**src/rtl/s_to_u_pipe_pkg.sv**
```systemverilog
// Shared FPU definitions for the signed-to-sign/magnitude converter.
// Holds the mode encoding, the default fraction width and most-negative detection.
package s_to_u_pipe_pkg;

  typedef enum logic [1:0] {
    S2U_MAG   = 2'd0,
    S2U_SHIFT = 2'd1,
    S2U_NORM  = 2'd2,
    S2U_RSVD  = 2'd3
  } s2u_mode_t;

  localparam int S2U_FRAC_W = 27;

  // True when the low w bits of v hold the most-negative two's-complement value
  // (the upper bits of v are expected to be zero).
  function automatic logic s2u_is_most_neg(input logic [63:0] v, input int unsigned w);
    return v == (64'd1 << (w - 1));
  endfunction

endpackage

```
**src/rtl/lzc_pow2.sv**
```systemverilog
// Combinational leading-zero counter with zero flag.
// An all-zero input reports a count equal to the input width.
module lzc_pow2 #(
  parameter int MAG_W = 26,
  parameter int LZC_W = 5
) (
  input  logic [MAG_W-1:0] i_val,
  output logic [LZC_W-1:0] o_lzc,
  output logic             o_zero
);

  // Scanning upward lets the highest set bit have the final say.
  always_comb begin
    o_lzc = LZC_W'(MAG_W);
    for (int i = 0; i < MAG_W; i++)
      if (i_val[i]) o_lzc = LZC_W'(MAG_W - 1 - i);
  end

  assign o_zero = ~|i_val;

endmodule

```
**src/rtl/s_to_u_pipe.sv**
```systemverilog
// Two-stage signed-to-sign/magnitude converter with valid/ready on both sides.
// Stage A forms sign and magnitude; stage B counts leading zeros and normalises.
module s_to_u_pipe
  import s_to_u_pipe_pkg::*;
#(
  parameter  int FRAC_W = S2U_FRAC_W,
  parameter  int TAG_W  = 4,
  localparam int MAG_W  = FRAC_W - 1,
  localparam int LZC_W  = $clog2(FRAC_W)
) (
  input  logic              CLK,
  input  logic              RST,
  input  logic              flush,
  input  logic              in_valid,
  output logic              in_ready,
  input  logic [FRAC_W-1:0] in_frac,
  input  logic [1:0]        in_mode,
  input  logic [TAG_W-1:0]  in_tag,
  output logic              out_valid,
  input  logic              out_ready,
  output logic              out_sign,
  output logic [MAG_W-1:0]  out_mag,
  output logic [LZC_W-1:0]  out_lzc,
  output logic              out_zero,
  output logic              out_ovf,
  output logic [TAG_W-1:0]  out_tag
);

  // [0] = stage A, [1] = stage B
  logic [1:0]       r_vld_pipe;

  logic             r_a_sign, r_a_ovf;
  logic [MAG_W-1:0] r_a_mag;
  s2u_mode_t        r_a_mode;
  logic [TAG_W-1:0] r_a_tag;

  logic             r_b_sign, r_b_ovf, r_b_zero;
  logic [MAG_W-1:0] r_b_mag;
  logic [LZC_W-1:0] r_b_lzc;
  logic [TAG_W-1:0] r_b_tag;

  logic             w_rdy_a, w_rdy_b, w_acc, w_adv;
  s2u_mode_t        w_mode;
  logic             w_most_neg, w_a_ovf;
  logic [MAG_W-1:0] w_a_mag, w_b_mag, w_norm;
  logic [LZC_W-1:0] w_lzc;
  logic             w_zero;

  assign w_rdy_b  = !r_vld_pipe[1] | out_ready;
  assign w_rdy_a  = !r_vld_pipe[0] | w_rdy_b;
  assign in_ready = w_rdy_a;
  assign w_acc    = in_valid & w_rdy_a;
  assign w_adv    = r_vld_pipe[0] & w_rdy_b;

  assign w_mode     = s2u_mode_t'(in_mode);
  assign w_most_neg = s2u_is_most_neg(64'(in_frac), FRAC_W);

  // Most-negative input saturates instead of wrapping its magnitude to zero.
  always_comb begin
    w_a_mag = in_frac[MAG_W-1:0];
    w_a_ovf = 1'b0;
    if (w_mode == S2U_SHIFT)
      w_a_mag = {in_frac[FRAC_W-3:0], 1'b0};
    else if (w_most_neg) begin
      w_a_mag = '1;
      w_a_ovf = 1'b1;
    end else if (in_frac[FRAC_W-1])
      w_a_mag = -in_frac[MAG_W-1:0];
  end

  lzc_pow2 #(.MAG_W(MAG_W), .LZC_W(LZC_W)) u_lzc (
    .i_val  (r_a_mag),
    .o_lzc  (w_lzc),
    .o_zero (w_zero)
  );

  assign w_norm  = r_a_mag << w_lzc;
  assign w_b_mag = (r_a_mode == S2U_NORM) ? w_norm : r_a_mag;

  always_ff @(posedge CLK or posedge RST) begin
    if (RST) begin
      r_vld_pipe <= '0;
      r_a_sign   <= 1'b0;
      r_a_ovf    <= 1'b0;
      r_a_mag    <= '0;
      r_a_mode   <= S2U_MAG;
      r_a_tag    <= '0;
      r_b_sign   <= 1'b0;
      r_b_ovf    <= 1'b0;
      r_b_zero   <= 1'b0;
      r_b_mag    <= '0;
      r_b_lzc    <= '0;
      r_b_tag    <= '0;
    end else begin
      if (flush)
        r_vld_pipe <= '0;
      else begin
        if (w_rdy_a) r_vld_pipe[0] <= in_valid;
        if (w_rdy_b) r_vld_pipe[1] <= r_vld_pipe[0];
      end
      if (w_acc) begin
        r_a_sign <= in_frac[FRAC_W-1];
        r_a_ovf  <= w_a_ovf;
        r_a_mag  <= w_a_mag;
        r_a_mode <= w_mode;
        r_a_tag  <= in_tag;
      end
      if (w_adv) begin
        r_b_sign <= r_a_sign;
        r_b_ovf  <= r_a_ovf;
        r_b_zero <= w_zero;
        r_b_mag  <= w_b_mag;
        r_b_lzc  <= w_lzc;
        r_b_tag  <= r_a_tag;
      end
    end
  end

  assign out_valid = r_vld_pipe[1];
  assign out_sign  = r_b_sign;
  assign out_mag   = r_b_mag;
  assign out_lzc   = r_b_lzc;
  assign out_zero  = r_b_zero;
  assign out_ovf   = r_b_ovf;
  assign out_tag   = r_b_tag;

endmodule

```
**config.mk**
```make
export PLATFORM = sky130hd
export DESIGN_NAME = s_to_u_pipe
export DESIGN_NICKNAME = d
export VERILOG_FILES = /design/src/rtl/s_to_u_pipe_pkg.sv /design/src/rtl/lzc_pow2.sv /design/src/rtl/s_to_u_pipe.sv
export SDC_FILE = /design/constraint.sdc
export NUM_CORES = 1
export LEC_CHECK = 0
export ABC_AREA = 1
export CAP_MARGIN = 20
export CORE_MARGIN = 1.5
export CORE_UTILIZATION = 58
export DETAILED_ROUTE_END_ITERATION = 10
export PLACE_DENSITY_LB_ADDON = 0.12
export RECOVER_POWER = 50
export SYNTH_ARGS = -nofsm -noshare
export SYNTH_HDL_FRONTEND = slang
export SYNTH_SLANG_ARGS = --single-unit
```
**constraint.sdc**
```tcl
create_clock -name CLK -period 5.01 [get_ports CLK]
set_input_delay 1.002 -clock CLK [delete_from_list [all_inputs] [get_ports CLK]]
set_output_delay 1.002 -clock CLK [all_outputs]
set_load 0.02 [all_outputs]
```
## Word level (Yosys, flattened, before mapping)

Index checks and enable logic that the tools add are counted.

- Bits in registers: 74
- Output and inout bits: 40
- Word-level logic and storage cells: 63

- $add $sub $neg: 1
- Eq/ne operators: 3
- Shift operators: 1
- Mux-type cells: 35
- Bitwise gates (word level): 4
- Reductions and logical operators: 6

Operator list:

| cell | count |
|---|---|
| $mux 26 | 4 |
| $mux 5 | 16 |
| $mux 4 | 8 |
| $eq 27x27->1 const B | 1 |
| $neg 26->26 | 1 |
| $reduce_or 26->1 | 1 |
| $shl 26x5->26 | 1 |
| $mux 2 | 3 |
| $mux 1 | 4 |
| $reduce_bool 2->1 | 2 |
| $logic_not 1->1 | 3 |
| $and 1x1->1 | 2 |
| $eq 2x1->1 const B | 1 |
| $eq 2x2->1 const B | 1 |
| $or 1x1->1 | 2 |

## Depth between registers and ports, before layout

Gate-level depths: netlist of the first run.

- Word-level depth: 28
- Mapped depth: 35

## Cells and area by module

From an unflattened synthesis of the first run, not the netlist that was laid out.

- Cell total of the unflattened synthesis: 894
- Area, all modules: 5704.2 um^2

By module, submodules not included:

| module | instances | cells an instance | area an instance (um^2) | sequential area each (um^2) |
|---|---|---|---|---|
| s_to_u_pipe | 1 | 811 | 5346.4 | 1851.8 |
| lzc_pow2 | 1 | 83 | 357.8 | 0.0 |

## Least setup slack after synthesis of the first run

Ideal clock, no wire load.

- Path type: input -> register
- Start point: input in_frac[1]
- End point: register r_a_mag[22]
- Library setup time: 0.131 ns
- Arrival: 2.834 ns
- Data required time: 4.879 ns
- Path slack: 2.045 ns
- Cell stages on the path: 16
- Cells stage by stage: inv_1 ha_1 inv_1 nor3_1 inv_1 nor3_1 nand2_1 inv_1 nand3_1 nor2_1 inv_1 o31ai_1 o21ai_0 xor2_1 o221ai_1 o21ai_0

- Word-level cells in the longest chain between the ends: 4
- Elaborated cells on any way between the ends: 5

Ends and longest elaborated chain:

| element | RTL line | source |
|---|---|---|
| start, declared | s_to_u_pipe.sv:16 | `input logic [FRAC_W-1:0] in_frac,` |
| $neg 26->26 | s_to_u_pipe.sv:68 | `w_a_mag = -in_frac[MAG_W-1:0];` |
| $mux 26 | s_to_u_pipe.sv:67 | `end else if (in_frac[FRAC_W-1])` |
| $mux 26 (*) | s_to_u_pipe.sv:64 | `else if (w_most_neg) begin` |
| $mux 26 (*) | s_to_u_pipe.sv:62 | `if (w_mode == S2U_SHIFT)` |
| end signal, assigned | s_to_u_pipe.sv:104 | `r_a_mag <= w_a_mag;` |
| end, declared | s_to_u_pipe.sv:33 | `logic [MAG_W-1:0] r_a_mag;` |

Every way passes the cells marked *; elsewhere a longest branch is shown, timed or not.
A chain may end at the register's enable or synchronous reset.

## Final worst setup path of the first run

- Start point: register r_a_mag[0]
- End point: register r_b_mag[22] (netlist: out_mag[22])

- Word-level cells in the longest chain between the ends: 28

Ends and longest elaborated chain:

| element | RTL line | source |
|---|---|---|
| $mux 2 (2 in a row) | lzc_pow2.sv:16 | `if (i_val[i]) o_lzc = LZC_W'(MAG_W - 1 - i);` |
| $mux 4 (8 in a row) | lzc_pow2.sv:16 |  |
| $mux 5 (16 in a row) | lzc_pow2.sv:16 |  |
| $shl 26x5->26 (*) | s_to_u_pipe.sv:77 | `assign w_norm = r_a_mag << w_lzc;` |
| $mux 26 (*) | s_to_u_pipe.sv:78 | `assign w_b_mag = (r_a_mode == S2U_NORM) ? w_norm : r_a_mag;` |
| end signal, assigned | s_to_u_pipe.sv:112 | `r_b_mag <= w_b_mag;` |
| end, declared | s_to_u_pipe.sv:38 | `logic [MAG_W-1:0] r_b_mag;` |

Marks and branches as above.

==> flow_summary.yaml, run 1 <==
route:
  drt_iter0_markers: 394
  wl_um: 16300
  viasPerCell: 5.99
  wl_per_cell_um: 16.7
  num_vias: 5827
  ant_nets: 0
  drtPass1Iterations: 5
  drc: 0
clocking:
  clk_pin_slew_worst_paths_ns: 0.09
  holdBufCountCts: 0
  clockRootBuffer: "clkbuf_8"
  post_cts_buffers: 0
  htree_levels: 3
  cts_buffers: 9
  clock_sinks: 74
  cts_resized: 0
  clk_path_buf_depth: 2
  tritoncts: "yes"
  insertion_delay_ns: 0.36
cells_and_area:
  drive_above_1_share: 0.0417
  syn_to_final_growth_pct: 19.6
  antenna_cells: 0
  utilization: 0.717
  layout.nets: 898
  n_fill_cell: 769
worst_setup_path:
  crit_required_ns: 5.31
  crit_path_end_kind: "flip-flop"
  worst-path-buf-inv: 4
  crit_fanout: 25
  start_kind: "flip-flop"
  path_delay_family: "buffers and inverters"
  crit_top_cell: "nand2_1"
  crit_path_top_delay_cell: "clkbuf_1"
  cp_slowest_stage_delay_ns: 0.85
  crit_chain: "inv_2 -> nand2_1 -> a21oi_1 -> o21ai_1 -> a21oi_1 -> o21ai_0 -> nand2_1 -> nand2_1 -> a21oi_2 -> clkbuf_1 -> clkinv_1 -> buf_4 -> nand2_1 -> nand3_1 -> nand2_1 -> nor2_1 -> nor2_1 -> nor2_1 -> nor2_1"
  critPathArrivalTime_ns: 3.99
  crit_type: "flip-flop to flip-flop"
synth:
  synth.avg_cell_area_um2: 6.57
  synthTopCellsByArea: "dfrtp_1 (35%), nand2_1 (15%), nand3_1 (11%)"
  synth_compound_area_frac: 0.155
  synthSimpleGateAreaFrac: 0.358
  yosysTopAreaCellShare: 0.352
  yosys.area.top_type: "dfrtp_1"
  netlist_top_cells_count: "nand2_1 (205), nand3_1 (111), nor2_1 (87), inv_1 (75), dfrtp_1 (74)"
  synth-main-ff-cell: "dfrtp_1"
  async_flop_share: 1.00
  synthesis.nets: 839
  ys_seq_area_frac: 0.352
  synth_edf_count: 0
  synth_xor_area_frac: 0.0383
  post-synth-top-count-cell: "nand2_1"
  synthMuxAreaShare: 0
  yosysUniqueCellTypes: 34
  ys_ff_latch: 74
  synth_fa_ha_area_frac: 0.00238
  synth_top_family_by_area: "simple AND/OR/NAND/NOR gates"
  yosys_warnings: 0
  postSynthCellCount: 800
  netlist_area_mm2: 0.00526
sta:
  rsz0062_at_grt: "false"
  finalSetupTns_ns: 0
  slew_headroom: 0.0303
  final.setup.worst_slack_ns: 1.32
  hold_violations: 0
  finClkSkew_ns: 0.0151
  fmax_ghz: 0.271
  finalSetupViolCount: 0
  drv_slew: 0
  period_needed_ns: 3.69
  finalCritPeriodShare: 0.737
  tightest_slew_ns: 1.45
floorplanning:
  start_util: 0.600
  num_rows: 34
  die_w_um: 98.2
  die_area_mm2: 0.00964
  die_y_um: 98.2
  io_pins: 78
  coreArea_mm2: 0.00876
flow_run:
  max_cap_violations: 0
power_and_ir_drop:
  p_leak_nw: 2.92
  power.density_mw_per_mm2: 345
  ir_drop_mv: 0.165
global_route:
  antenna_found_initial: 0
  grt_first_pass_wirelength_um: 26400
  globalRoute.totalOverflow: 0
  grt.total_usage: 0.340
  grt_pass1_vias: 5438
  grt_max_degree: 49
place:
  dp.final_hpwl_um: 11900
  port_buffers: 77
  dp_slack_ns: 1.06
  routabilityCongestion: 0.973
run_status:
  status: "completed"
min_path:
  hold_path_class: "flip-flop to flip-flop"
[placed cells by master, fill, tap and decap left out, drive strengths merged, types with 15 or more instances in the layout]
cell and instances:
xor2 15, clkdlybuf4s50 63, nor2 89, dfrtp 74, nand2 208, o21ai 50, nand3 112, o221ai 21
a21oi 58, inv 81
[flip-flops by register name, summed over array words and instances (netlist names), 2 cells and up]
name and flops:
r_a_tag 4, out_tag 4, r_vld_pipe 2, r_a_mag 26, out_lzc 5, r_a_mode 2, out_mag 26
[tightest hold or removal path, delay by kind of cell (launching register included)]
kind          cells  cell delay [ns]
flops             1             0.34
simple gates      2             0.11
[report_power, final]
group | switching, mW | leakage [nW] | total (mW) | internal [mW]
logic | 0.575 | 1.94 | 0.902 | 0.328
registers | 0.0783 | 0.889 | 0.769 | 0.691
clock network | 0.261 | 0.0988 | 0.499 | 0.239
total | 0.914 | 2.92 | 2.17 | 1.26
[metal layers]
metal,vias up,track usage,share of wire
li1,2781,-,-
met1,2680,0.454,0.41
met2,315,0.553,0.47
met3,51,0.0437,0.081
met5,-,0,0
met4,0,0.154,0.038
[final timing paths]
check / from / to / slack [ns] / cells after the start
worst max-delay path: r_a_mag[0] / out_mag[22] / 1.32 / 19
worst min-delay path: out_tag[3] / out_tag[3] / 0.48 / 2
worst max register to register: r_a_mag[0] / out_mag[22] / 1.32 / 19
worst min register to register: out_tag[3] / out_tag[3] / 0.48 / 2
max in group asynchronous: RST / r_a_mag[16] / 1.75 / 4
min in group asynchronous: RST / r_vld_pipe[1] / 1.22 / 2
[kinds of logic after synthesis]
group           after synthesis
simple gates                439
compound gates              141
buf+inv                     122
flops                        74
xor+xnor                     23
fa+ha+maj                     1
[per-stage QoR]
step,power [mW],instances,instance area [um^2],hold WS (ns)
4_1_cts,2.17,971,6280,0.486
5_1_grt,2.29,972,6280,0.517
2_1_floorplan,1.36,800,5260,0.442
3_3_place_gp,1.66,954,6050,0.453
3_5_place_dp,1.67,955,6080,0.458
6_report,2.17,972,6280,0.480
[final cells by class]
class                           instances  area, um^2  share of cell area
Clock inverter                          7        82.6              0.0131
Clock buffer                            9         124              0.0197
Tap cell                              108         135              0.0215
Multi-Input combinational cell        604        2910               0.464
Timing Repair Buffer                   89         873               0.139
Inverter                               81         304              0.0484
Sequential cell                        74        1850               0.295
No activity file was read; power rests on OpenSTA's default activity.
==> inputs of run 2 (changes only) <==
CORE_UTILIZATION = 55   (was 58)
clock period = 3.7 ns   (was 5.01 ns; I/O delays follow)
==> run 2 against run 1 <==
Register-to-register slack got worse by 0.97 ns. Clock power rose by 25%. Clock skew fell by 0.0011 ns.
==> flow_summary.yaml, run 2 (synthesized netlist as in run 1, its figures left out) <==
cells_and_area:
  n_fill_cell: 844
  drive_above_1_share: 0.0482
  final_common_cell: "nand2_1"
  antenna_cells: 0
  layout_common_cells: "nand2_1 (205), nand3_1 (111), nor2_1 (87)"
  fin_area_mm2: 0.00635
  syn_to_final_growth_pct: 20.8
  utilization: 0.687
  layout.nets: 905
floorplanning:
  die_y_um: 101
  die_area_mm2: 0.0102
  num_rows: 35
  die_w_um: 101
  start_util: 0.569
  io_pins: 78
  coreArea_mm2: 0.00924
sta:
  finalSetupTns_ns: 0
  hold_violations: 0
  finalCritPeriodShare: 0.906
  slew_headroom: 0.0133
  drv_slew: 0
  finalSetupViolCount: 0
  tightest_slew_ns: 1.48
  period_needed_ns: 3.35
  fmax_ghz: 0.298
  hold_slack_ns: 0.484
  finClkSkew_ns: 0.0140
  rsz0062_at_grt: "false"
worst_setup_path:
  critPathArrivalTime_ns: 3.60
  crit_required_ns: 3.95
  crit_type: "flip-flop to flip-flop"
  crit_path_end_kind: "flip-flop"
  crit_top_cell: "nand2_1"
  rr_endpoint: "out_mag[22]"
  r2r-start: "r_a_mag[1]"
  crit_path_top_delay_cell: "dfrtp_1"
  cp_slowest_stage_delay_ns: 0.46
  start_kind: "flip-flop"
  crit_fanout: 25
  r2r_cells: 34
  reg2reg_slack_ns: 0.35
min_path:
  hold_depth: 2
  hold_end: "out_sign"
  hold_path_class: "flip-flop to flip-flop"
  min_from: "r_a_sign"
clocking:
  tritoncts: "yes"
  clockRootBuffer: "clkbuf_8"
  clk_pin_slew_worst_paths_ns: 0.10
  clk_path_buf_depth: 2
  holdBufCountCts: 0
  insertion_delay_ns: 0.37
  clock_sinks: 74
  htree_levels: 3
  cts_buffers: 9
place:
  placed_area_mm2: 0.00616
  dp.final_hpwl_um: 12200
  routabilityCongestion: 0.960
  port_buffers: 77
power_and_ir_drop:
  power.density_mw_per_mm2: 460
  power.total_mw: 2.92
  ir_drop_mv: 0.220
  p_leak_nw: 2.95
route:
  viasPerCell: 5.84
  num_vias: 5836
  wl_per_cell_um: 16.4
  wl_um: 16400
  drc: 0
  drtPass1Iterations: 5
  ant_nets: 0
  drt_iter0_markers: 482
global_route:
  antenna_found_initial: 0
  grt_max_degree: 53
  grt_pass1_vias: 5392
  grt.total_usage: 0.333
  globalRoute.totalOverflow: 0
  grt_first_pass_wirelength_um: 26300
flow_run:
  max_cap_violations: 0
run_status:
  status: "completed"
run 2: metrics by stage:
stage / instances / setup slack [ns]
final: 1000 / 0.349
after global routing: 1000 / 0.00613
after CTS: 1000 / 0.334
after detailed placement: 984 / 0.183
after global placement: 984 / 0.308
after floorplan: 800 / 0.997
run 2: routing by layer:
| layer | GRT usage | vias to the layer above | share of wire |
|---|---|---|---|
| met5 | 0 | - | 0 |
| met4 | 0.131 | 0 | 0.034 |
| met3 | 0.0520 | 48 | 0.075 |
| met2 | 0.549 | 275 | 0.47 |
| met1 | 0.438 | 2718 | 0.42 |
| li1 | - | 2795 | - |
run 2: worst max-delay path by stage:
stage | startpoint | endpoint | slack (ns) | cells past startpoint
final | r_a_mag[1] | out_mag[22] | 0.35 | 34
after floorplan | in_frac[1] | r_a_mag[22] | 1.0 | 16
after detailed placement | in_frac[1] | r_a_mag[22] | 0.18 | 17
after global routing | r_a_mag[1] | out_mag[22] | 0.006 | 34
after CTS | r_a_mag[1] | out_mag[22] | 0.33 | 34
after global placement | in_frac[0] | r_a_mag[22] | 0.31 | 17
run 2: report_power, final:
group	switching, mW	internal, mW
clock network	0.360	0.262
registers	0.105	0.935
logic	0.793	0.463
total	1.26	1.66
run 2: layout make-up:
cell class	instances	area, um^2	area share
clock buffers	9	124	0.0195
clock inverters	7	70.1	0.0110
inverters	81	304	0.0479
multi-input cells	604	2920	0.460
flip-flops and latches	74	1850	0.292
well taps	129	161	0.0254
repair buffers	96	915	0.144
run 2: what timing repair did:
item	4_1_cts	5_1_grt
gates resized for setup	0	1
buffers inserted	0	0
hold endpoints to repair	0	0
setup endpoints to repair	0	2
run 2: worst max-delay path, delay by kind of cell, from the launching register on:
family,cells,cell delay [ns]
AOI/OAI and AO/OA,1,0.19
buffers and inverters,1,0.10
DFF,1,0.46
and+or+nand+nor,32,2.46
